File: src/rtl/dac_seg_encoder.sv
// Segmented current-steering DAC front end: input stream FIFO, sample-rate pacing,
// binary/thermometer split with data-weighted-averaging rotation of the MSB elements.
module dac_seg_encoder #(
  parameter int unsigned DIV       = 4,
  parameter int unsigned DEPTH     = 4,
  parameter int unsigned PRIME_LVL = 2
) (
  input  logic        clkin,
  input  logic        rstb,
  input  logic        en,
  input  logic        dwa_en,
  input  logic [9:0]  code_in,
  input  logic        code_valid,
  output logic        code_ready,
  output logic        sample_stb,
  output logic [6:0]  datainbin,
  output logic [6:0]  datainbinb,
  output logic [16:0] dataintherm,
  output logic [16:0] datainthermb,
  output logic [4:0]  dwa_ptr,
  output logic [2:0]  fifo_level,
  output logic [7:0]  uflow_cnt
);

  localparam int unsigned CW = 10;
  localparam int unsigned BW = 7;
  localparam int unsigned TW = 17;
  localparam int unsigned PW = 5;
  localparam int unsigned AW = $clog2(DEPTH);
  localparam int unsigned LW = $clog2(DEPTH + 1);
  localparam int unsigned DW = $clog2(DIV);

  typedef enum logic [1:0] {
    ST_IDLE,
    ST_PRIME,
    ST_RUN
  } state_t;

  state_t          state;
  state_t          state_next;
  logic [DW-1:0]   div_cnt;
  logic [DW-1:0]   div_next;
  logic            upd;
  logic            flush;

  logic [CW-1:0]   mem [DEPTH];
  logic [AW-1:0]   rd_ptr;
  logic [AW-1:0]   wr_ptr;
  logic [LW-1:0]   level;
  logic [LW-1:0]   level_next;
  logic            ready_next;
  logic            push;
  logic            pop;

  logic [CW-1:0]   held;
  logic [CW-1:0]   src;
  logic [2:0]      n_seg;
  logic [5:0]      off;
  logic [TW-1:0]   therm_enc;
  logic [PW-1:0]   ptr_sum;
  logic [PW-1:0]   ptr_next;

  assign fifo_level = 3'(level);

  // Sequencing: wait for enable, prime the FIFO, then pace updates with the divider.
  always_comb begin
    state_next = state;
    div_next   = div_cnt;
    upd        = 1'b0;
    flush      = 1'b0;
    case (state)
      ST_IDLE: begin
        if (en) state_next = ST_PRIME;
      end
      ST_PRIME: begin
        div_next = '0;
        if (level >= LW'(PRIME_LVL)) state_next = ST_RUN;
      end
      ST_RUN: begin
        if (div_cnt == DW'(DIV - 1)) begin
          div_next = '0;
          upd      = 1'b1;
        end else begin
          div_next = div_cnt + DW'(1);
        end
      end
      default: state_next = ST_IDLE;
    endcase
    if (!en) begin
      state_next = ST_IDLE;
      div_next   = '0;
      upd        = 1'b0;
      flush      = 1'b1;
    end
  end

  always_ff @(posedge clkin or negedge rstb) begin
    if (!rstb) state <= ST_IDLE;
    else       state <= state_next;
  end

  // Encoder: element i is lit when its distance from the pointer (mod 17) is below N.
  always_comb begin
    push      = code_valid && code_ready && !flush;
    pop       = upd && (level != '0);
    src       = pop ? mem[rd_ptr] : held;
    n_seg     = src[CW-1:BW];
    off       = '0;
    therm_enc = '0;
    for (int i = 0; i < TW; i++) begin
      off = 6'(i) + 6'(TW) - {1'b0, dwa_ptr};
      if (off >= 6'(TW)) off = off - 6'(TW);
      therm_enc[i] = (off < {3'b000, n_seg});
    end
    ptr_sum = dwa_ptr + PW'(n_seg);
    if (ptr_sum >= PW'(TW)) ptr_sum = ptr_sum - PW'(TW);
    ptr_next = dwa_en ? ptr_sum : '0;

    level_next = level;
    if (flush)              level_next = '0;
    else if (push && !pop)  level_next = level + LW'(1);
    else if (pop && !push)  level_next = level - LW'(1);
    ready_next = (state_next != ST_IDLE) && (level_next < LW'(DEPTH));
  end

  always_ff @(posedge clkin or negedge rstb) begin
    if (!rstb) begin
      div_cnt      <= '0;
      level        <= '0;
      rd_ptr       <= '0;
      wr_ptr       <= '0;
      code_ready   <= 1'b0;
      sample_stb   <= 1'b0;
      held         <= '0;
      datainbin    <= '0;
      datainbinb   <= '1;
      dataintherm  <= '0;
      datainthermb <= '1;
      dwa_ptr      <= '0;
      uflow_cnt    <= '0;
    end else begin
      div_cnt    <= div_next;
      level      <= level_next;
      code_ready <= ready_next;
      sample_stb <= upd;
      if (flush) begin
        rd_ptr       <= '0;
        wr_ptr       <= '0;
        held         <= '0;
        datainbin    <= '0;
        datainbinb   <= '1;
        dataintherm  <= '0;
        datainthermb <= '1;
        dwa_ptr      <= '0;
      end else begin
        if (push) wr_ptr <= wr_ptr + AW'(1);
        if (pop)  rd_ptr <= rd_ptr + AW'(1);
        if (upd) begin
          held         <= src;
          datainbin    <= src[BW-1:0];
          datainbinb   <= ~src[BW-1:0];
          dataintherm  <= therm_enc;
          datainthermb <= ~therm_enc;
          dwa_ptr      <= ptr_next;
          if (!pop && (uflow_cnt != '1)) uflow_cnt <= uflow_cnt + 8'd1;
        end
      end
    end
  end

  // FIFO storage needs no reset; occupancy is tracked by level and pointers.
  always_ff @(posedge clkin) begin
    if (push) mem[wr_ptr] <= code_in;
  end

endmodule

File: config.mk
export PLATFORM = sky130hd
export DESIGN_NAME = dac_seg_encoder
export DESIGN_NICKNAME = d
export VERILOG_FILES = /design/src/rtl/dac_seg_encoder.sv
export SDC_FILE = /design/constraint.sdc
export NUM_CORES = 1
export LEC_CHECK = 0
export CORE_UTILIZATION = 45
export CTS_BUF_LIST = sky130_fd_sc_hd__clkbuf_16
export DETAILED_ROUTE_END_ITERATION = 10
export PLACE_DENSITY = 0.67
export SETUP_SLACK_MARGIN = 0.4
export SYNTH_ARGS = -nofsm -noshare
export SYNTH_HDL_FRONTEND = slang
export SYNTH_SLANG_ARGS = --single-unit
File: constraint.sdc
create_clock -name clkin -period 3.95 [get_ports clkin]
set_input_delay 0.79 -clock clkin [delete_from_list [all_inputs] [get_ports clkin]]
set_output_delay 0.79 -clock clkin [all_outputs]
set_load 0.005 [all_outputs]
==> flow_metrics.env <==
export IMPL_setup_violations=0
export IMPL_intPower_mw=2.22
export IMPL_viasPerCell=5.58
export IMPL_yosysSeqAreaShare_pct=35.6
export IMPL_dieArea_mm2=0.0203
export IMPL_finalCritPeriodShare_pct=83.4
export IMPL_ys_ff_latch=117
export IMPL_cts_sinks=117
export IMPL_die_h_um=142
export IMPL_grt_setup_unrepaired="no"
export IMPL_first_pass_iters=5
export IMPL_fmax_mhz=304
export IMPL_clk_pin_slew_worst_paths_ns=0.07
export IMPL_synth_nets=1045
export IMPL_regArea_mm2=0.00316
export IMPL_synth_avg_cell_area_um2=9.36
export IMPL_grt_max_degree=78
export IMPL_cts_resized_gates=1
export IMPL_sequentialPowerShare_pct=43.7
export IMPL_multi_input_comb_area_mm2=0.00536
export IMPL_synthXorXnorAreaFrac_pct=8.83
export IMPL_num_vias=7381
export IMPL_synth_cell_types=89
export IMPL_hold_slack_ns=0.462
export IMPL_dp_hpwl_um=17400
export IMPL_ioPinCount=81
export IMPL_drive_gt1_share_pct=15.7
export IMPL_cp_data_required_time_ns=4.31
export IMPL_p_comb_share_pct=6.6
export IMPL_diodes=0
export IMPL_power_density_mw_per_mm2=284
export IMPL_synth_top_cells_by_area="dfrtp_1 15%, edfxtp_1 14%, ha_1 11%, dfstp_2 7.1%, xnor2_1 6.3%"
export IMPL_cts_buffers=17
export IMPL_yosys_area_share_adder_pct=11.5
export IMPL_crit_path_end_kind="flip-flop"
export IMPL_maxSlewViolCount=0
export IMPL_hold_viol=0
export IMPL_swShare_pct=26.9
export IMPL_critical_path_class="flip-flop to flip-flop"
export IMPL_cts_tree="yes"
export IMPL_yosysWarnings=0
export IMPL_place_congestion=0.957
export IMPL_wl_per_cell_um=18.2
export IMPL_htreeDepth=4
export IMPL_cts_setup_buffers=0
export IMPL_async_reset_ff_share_pct=65.8
export IMPL_power_switching_mw=0.818
export IMPL_antenna_left=0
export IMPL_start_util_pct=45.8
export IMPL_nNetsFinal=1140
export IMPL_core_mm2=0.0194
export IMPL_synth_edf_count=40
export IMPL_tightest_slew_ns=0.989
export IMPL_synthFlopType="dfrtp_1"
export IMPL_drc_errors=0
export IMPL_antenna_found_initial=0
export IMPL_grt_pass1_wl_um=39000
export IMPL_synthCells=949
export IMPL_worstSetupStartpointType="flip-flop"
export IMPL_finalCriticalPeriod_ns=3.29
export IMPL_track_usage_pct=25.2
export IMPL_dieWidth_um=142
export IMPL_synth_top_family_by_area="compound AO/OA/AOI/OAI gates"
export IMPL_final_setup_tns_ns=0
export IMPL_cts_hold_repair_buffers=0
export IMPL_clock_power_share_pct=49.7
export IMPL_status="completed"
export IMPL_peakVddDrop_uv=341
export IMPL_area_growth_pct=20.6
export IMPL_grt_pass1_vias=7220
export IMPL_synthMuxAreaShare_pct=3.96
export IMPL_cts_buffer_depth=2
export IMPL_cp_max_fo=16
export IMPL_synth_compound_area_share_pct=18.5
export IMPL_synthSimpleGateAreaFrac_pct=17.1
export IMPL_fp_row_count=51
export IMPL_root_buffer="clkbuf_16"
export IMPL_io_buffers=80
export IMPL_syn_area_mm2=0.00888
export IMPL_min_path_type="flip-flop to flip-flop"
export IMPL_dpl_cell_area_mm2=0.0101
export IMPL_slew_headroom_pct=34.1
export IMPL_totalWireLength_um=24100
export IMPL_clk_latency_ns=0.43
export IMPL_design_area_mm2=0.0107
export IMPL_synth_top_area_share_pct=14.9
export IMPL_clock_skew_ns=0.0102
export IMPL_arrival_ns=3.65
export IMPL_p_leak_nw=4.32
export IMPL_yosysTopAreaCell="dfrtp_1"
export IMPL_fillers=1782
export IMPL_grt_ovfl_total=0
export IMPL_drv_cap=0
export IMPL_r2r_slack_ns=0.66
export IMPL_dr_first_iter_drc_count=562
synthesized netlist by cell type, drive strengths merged, types with 4 or more instances:
cell,instances
nand3,26
a31oi,11
mux4,10
o21a,16
dfrtp,53
o21ai,66
mux2i,7
nand2b,18
o211ai,9
nor2,69
a21o,6
nor2b,19
inv,26
nor3,25
and2,7
xnor2,67
and3,13
nor4,4
ha,80
o211a,4
edfxtp,40
o22ai,13
dfstp,24
buf,34
mux2,5
a21boi,13
clkinv,4
a2111oi,8
xor2,17
a211oi,6
clkbuf,16
o31ai,7
a22o,5
a21oi,54
nand2,127
cells in the final DEF, fill, tap and decap left out, drive strengths merged, types with 4 or more instances in the layout:
cell type | synthesis | final
clkbuf | 16 | 17
a211oi | 6 | 6
a21o | 6 | 6
a2111oi | 8 | 8
and3 | 13 | 13
inv | 26 | 35
mux2i | 7 | 7
nand2b | 18 | 18
mux2 | 5 | 5
nor3 | 25 | 25
o21ai | 66 | 66
edfxtp | 40 | 40
o21a | 16 | 16
clkinv | 4 | 7
and2 | 7 | 7
clkdlybuf4s50 | 0 | 78
a21boi | 13 | 13
xor2 | 17 | 17
ha | 80 | 80
o31ai | 7 | 7
o211a | 4 | 4
dfstp | 24 | 24
nand3 | 26 | 26
a21oi | 54 | 54
a31oi | 11 | 11
xnor2 | 67 | 67
nand2 | 127 | 127
a22o | 5 | 5
o22ai | 13 | 13
dfrtp | 53 | 53
buf | 34 | 47
nor4 | 4 | 4
mux4 | 10 | 10
nor2b | 19 | 19
nor2 | 69 | 69
o211ai | 9 | 9
sequential cells by signal, indices dropped and copies added, names as in the netlist:
name / flops
datainbin: 6
dataintherm: 17
dwa_ptr: 5
fifo_level: 3
held: 4
mem: 40
sample_stb: 1
code_ready: 1
uflow_cnt: 8
state: 2
div_cnt: 2
datainbinb: 7
datainthermb: 17
wr_ptr: 2
rd_ptr: 2
area by class of cell:
class,instances,share of cell area (%)
inverter,30,1.09
timing repair buffer,126,10.8
clock buffer,17,3.97
sequential,117,29.5
tap,265,3.10
clock inverter,15,1.47
multi-input combinational,752,50.0
final timing paths:
path / from / end / cells after the start
max: dwa_ptr[3] / datainthermb[4] / 12
min in group asynchronous: rstb / uflow_cnt[6] / 1
min: datainbinb[6] / datainbinb[6] / 2
max reg2reg: dwa_ptr[3] / datainthermb[4] / 12
min reg2reg: datainbinb[6] / datainbinb[6] / 2
max in group asynchronous: rstb / dwa_ptr[3] / 1
metal layers:
layer | GRT usage [%] | wire length [um]
met1 | 33.6 | 11100
met2 | 41.0 | 11400
met3 | 4.34 | 1020
met4 | 9.22 | 597
met5 | 0 | 0
cell families after synthesis:
family	count (synthesis)
simple gates	321
compound gates	244
flops	117
xor+xnor	84
fa+ha+maj	81
buf+inv	80
mux	22
worst max-delay path: stages, from the launching register on:
cell	delay, ns
dfrtp_4	0.59
inv_4	0.18
ha_1	0.28
inv_1	0.18
o21ai_0	0.38
o21a_1	0.27
nor2b_1	0.08
xnor2_1	0.12
ha_1	0.31
a2111oi_0	0.43
o21a_1	0.18
nand3_1	0.10
o21a_1	0.12
power groups by stage:
stage / combinational, mW / sequential (mW) / clock (mW)
global placement: 0.197 / 1.35 / 0
detailed placement: 0.202 / 1.35 / 0
finish: 0.201 / 1.33 / 1.51
CTS: 0.203 / 1.33 / 1.54
floorplan: 0.134 / 1.33 / 0
global route: 0.225 / 1.34 / 1.59
metrics by stage:
step | instances | setup WS [ns] | power [mW] | util (%)
after floorplan | 949 | 0.369 | 1.46 | -
after global placement | 1290 | 0.119 | 1.55 | 51.9
after detailed placement | 1290 | 0.0669 | 1.55 | 51.9
after CTS | 1322 | 0.495 | 3.07 | 55.0
after global routing | 1322 | 0.410 | 3.15 | 55.2
final | 1322 | 0.655 | 3.04 | 55.2
(Power assumes the default switching activity.)
